<file path="src/rtl/uart_rx_fifo.sv">
// Receive byte buffer behind the UART receiver: toggle-flag byte detect, show-ahead FIFO, sticky overrun, irq.
// Define UART_RX_FIFO_THRESH_EN to raise irq on a fill threshold instead of on not-empty.
module uart_rx_fifo #(
  parameter int ADDR_W     = 4,
  parameter int IRQ_THRESH = 8
) (
  input  logic              clk,
  input  logic              rst_n,
  input  logic [7:0]        rx_data,
  input  logic              rx_flag,
  input  logic              rd_en,
  input  logic              clr_overrun,
  output logic [7:0]        rd_data,
  output logic              rx_valid,
  output logic              full,
  output logic [ADDR_W:0]   count,
  output logic              overrun,
  output logic              irq
);

  localparam int DEPTH = 1 << ADDR_W;

  logic [7:0]        mem [DEPTH];
  logic              flag_d;
  logic [ADDR_W-1:0] wptr;
  logic [ADDR_W-1:0] rptr;
  logic              byte_stb;
  logic              push;
  logic              pop;
  logic              ovf;
  logic              irq_cond;

  assign byte_stb = rx_flag ^ flag_d;
  assign rx_valid = (count != '0);
  assign full     = count[ADDR_W];
  assign pop      = rd_en & rx_valid;
  // A full FIFO still accepts a byte when the head is popped on the same edge.
  assign push     = byte_stb & (~full | pop);
  assign ovf      = byte_stb & full & ~pop;
  assign rd_data  = rx_valid ? mem[rptr] : 8'h00;

`ifdef UART_RX_FIFO_THRESH_EN
  localparam logic [ADDR_W:0] THRESH_C = IRQ_THRESH[ADDR_W:0];
  if (IRQ_THRESH < 1 || IRQ_THRESH > DEPTH) begin : g_bad_thresh
    $error("uart_rx_fifo: IRQ_THRESH out of range");
  end
  assign irq_cond = (count >= THRESH_C) | overrun;
`else
  assign irq_cond = (count != '0) | overrun;
`endif

  always_ff @(posedge clk) begin
    if (push) begin
      mem[wptr] <= rx_data;
    end
  end

  always_ff @(posedge clk or negedge rst_n) begin
    if (!rst_n) begin
      flag_d  <= 1'b0;
      wptr    <= '0;
      rptr    <= '0;
      count   <= '0;
      overrun <= 1'b0;
      irq     <= 1'b0;
    end else begin
      flag_d <= rx_flag;
      irq    <= irq_cond;
      if (push) begin
        wptr <= wptr + 1'b1;
      end
      if (pop) begin
        rptr <= rptr + 1'b1;
      end
      case ({push, pop})
        2'b10:   count <= count + 1'b1;
        2'b01:   count <= count - 1'b1;
        default: count <= count;
      endcase
      if (ovf) begin
        overrun <= 1'b1;
      end else if (clr_overrun) begin
        overrun <= 1'b0;
      end
    end
  end

endmodule

</file>
<file path="config.mk">
export PLATFORM = sky130hd
export DESIGN_NAME = uart_rx_fifo
export DESIGN_NICKNAME = d
export VERILOG_FILES = /design/src/rtl/uart_rx_fifo.sv
export SDC_FILE = /design/constraint.sdc
export NUM_CORES = 1
export LEC_CHECK = 0
export BUFFER_PORTS_ARGS = -buffer_cell sky130_fd_sc_hd__buf_2
export CAP_MARGIN = 0
export CELL_PAD_IN_SITES_DETAIL_PLACEMENT = 1
export CELL_PAD_IN_SITES_GLOBAL_PLACEMENT = 2
export CORE_ASPECT_RATIO = 0.8
export CORE_MARGIN = 1
export CORE_UTILIZATION = 50
export CTS_CLUSTER_SIZE = 25
export DETAILED_ROUTE_END_ITERATION = 6
export PLACE_DENSITY = 0.83
export SYNTH_ARGS = -nofsm -noshare
export SYNTH_HDL_FRONTEND = slang
export SYNTH_SLANG_ARGS = --single-unit
</file>
<file path="constraint.sdc">
create_clock -name clk -period 4.78 [get_ports clk]
set_input_delay 0.478 -clock clk [delete_from_list [all_inputs] [get_ports clk]]
set_output_delay 0.478 -clock clk [all_outputs]
set_load 0.02 [all_outputs]
</file>
==> qor.csv <==
metric,value,unit
core,11100,µm²
p_sw,0.00142,W
highest_layer,met4,
die_w,122,µm
min_path_type,input port to async pin,
period_minus_slack,3.26,ns
ys.flop_type,edfxtp_1,
crit_chain,buf_4 > mux4_2 > a22oi_1 > a21oi_1 > buf_2,
area_growth_syn_to_layout,14.9,%
worstMarginPinSlew,1.01,ns
yosysMostFrequentCell,edfxtp_1,
dp_cells,463,
clockRootBuffer,clkbuf_16,
ant_nets,0,
slew_violations,0,
relSlewSlack,32.7,%
antenna_found_initial,0,
cts-resized-gates,0,
route.detailed.drc,0,
portBuffers,29,
worstPathArrival,2.78,ns
syn_area,5790,µm²
fin_hold_ws,0.00468,ns
cellInternalPower,0.00284,W
rsz0062_at_grt,false,
fin_total_pwr,0.00425,W
path_class,flop to primary output,
grt_use_total,23.5,%
drt-vias-per-instance,5.91,
synth_top_area_share,66.4,%
grt_max_degree,36,
path_clk_slew,0.06,ns
power.density,639,nW/µm²
drtIter0Drc,281,
fin_skew,0.0196,ns
critPathTopFamily,flip-flops,
final_layout_size_suffix_gt1_share,30.3,%
netlist.top_cell.by_area,edfxtp_1,
dr_wl_met2,6.32,mm
drt-total-wl,12.6,mm
synth-edff-count,128,
start_kind,flop,
nNetsFinal,359,
clkLatencyLatePin,0.43,ns
dp_hpwl,7.86,mm
netSwitchingFraction,33.3,%
wire_per_inst,25.5,µm
seqPwrFrac,39.9,%
postCtsSetupRepairBufs,0,
combPwrFrac,29.3,%
drt-met1-wl,5.79,mm
dr_wl_met3,414,µm
globalplace.congestion,0.703,
max_stage_delay,0.80,ns
drtPass1Iterations,4,
yosys-top-cells-area,"edfxtp_1 (66%), mux4_2 (12%), dfrtp_1 (6.9%)",
grt_first_pass_wirelength,19.3,mm
final_area,6660,µm²
die-area,12000,µm²
grt_pass1_vias,3131,
io_pins,30,
synthCells,304,
required,4.30,ns
synth_fp_nets,325,
setup_viol,0,
ff2ff_path_depth,11,
num_vias,2919,
row_count,34,
initial_core_util,52.4,%
critical_path.max_fanout,20,
path_depth,5,
status,"finished, final reports clean",
diodes,0,
async_flop_share,11.1,%
hold_viol,0,
cts_made_buffers,17,
synth_common_cells,"edfxtp_1 (128), mux4_2 (32), a22oi_1 (16), dfrtp_1 (16), nor2_1 (16)",
crit_path_end_kind,primary output,
max_cap_viol_count,0,
syn-mean-instance-area,19.1,µm²
h-tree-depth,4,
ys_types,37,
placed_cell_area,6070,µm²
ctsHoldBuffers,0,
yosysWarningCount,0,
cts_buffer_depth,2,
r2r_slack,1.57,ns
cts.sinks,144,
worstPathBufferInverterCount,2,
crit_slowest_cell,dfrtp_2,
p_clk_share,30.8,%
power.leakage,2.24,nW
timing.setup.tns,0,ns
max_freq,307,MHz
grt_overflow,0,
fin_crit_sh,68.2,%
peakVddDrop,0.000407,V
yosys_register_bits,144,
finalNonFillerCells,494,
cts_tree,yes,
synth.yosys.seq_area_share,73.3,%
die_y,98.3,µm
## cell type report
cell class | count | area [µm²]
timing repair buffer | 32 | 168
inverter | 8 | 30.0
sequential | 144 | 4250
tap | 144 | 180
fill | 966 | 4400
clock buffer | 17 | 425
clock inverter | 14 | 158
multi-input combinational | 135 | 1450
## sequential cells by signal, indices dropped and copies added, names as in the netlist
| name | flops |
|---|---|
| count | 5 |
| flag_d | 1 |
| irq | 1 |
| mem | 128 |
| overrun | 1 |
| rptr | 4 |
| wptr | 4 |
## through the flow
stage / setup WS [ns] / utilization, %
finish: 1.52 / 60.2
global route: 1.31 / 60.2
CTS: 1.47 / 60.2
detailed placement: 1.57 / 54.9
global placement: 1.69 / 54.9
floorplan: 2.18 / -
## cells by family after synthesis
kind of cell,Yosys count,synth area share [%]
mux,34,12.8
simple gates,48,4.19
flops,144,73.3
fa+ha+maj,8,1.73
compound gates,31,3.59
xor+xnor,14,2.25
buf+inv,25,2.14
## worst paths after layout
path	end	startpoint
worst max-delay path	rd_data[1]	rptr[0]
worst min-delay path	rptr[1]	rst_n
worst max register to register	count[4]	count[2]
worst min register to register	irq	overrun
max in group asynchronous	rptr[0]	rst_n
min in group clk	flag_d	rx_flag
## placed cells by master, fill, tap and decap left out, types with 2 or more instances in the layout
master / count
ha_1: 8
nor2_1: 16
mux4_2: 32
xor2_1: 5
nand2_1: 10
nor3_2: 4
buf_2: 29
buf_4: 3
nand4_1: 3
nand3_1: 2
edfxtp_1: 128
o21ai_0: 2
dfrtp_1: 15
clkbuf_16: 17
a21oi_1: 8
bufinv_16: 2
nor4_1: 2
nor2b_1: 2
a31oi_1: 2
nand2b_1: 2
clkinvlp_4: 4
a22oi_1: 16
mux2_2: 2
inv_6: 4
xnor2_1: 8
clkinv_4: 2
inv_1: 8
## per-layer routing
metal | track usage (%) | vias up
met4 | 7.22 | 0
met1 | 34.1 | 1568
li1 | - | 1287
met2 | 36.0 | 58
met5 | 0 | -
met3 | 4.91 | 6
## power groups by stage
stage / logic [W] / clock network, W / registers (W)
3_3_place_gp: 0.00122 / 0 / 0.00171
6_report: 0.00125 / 0.00131 / 0.00170
5_1_grt: 0.00135 / 0.00137 / 0.00172
3_5_place_dp: 0.00125 / 0 / 0.00172
4_1_cts: 0.00126 / 0.00132 / 0.00170
2_1_floorplan: 0.000946 / 0 / 0.00165
No activity file was read; power rests on OpenSTA's default activity.
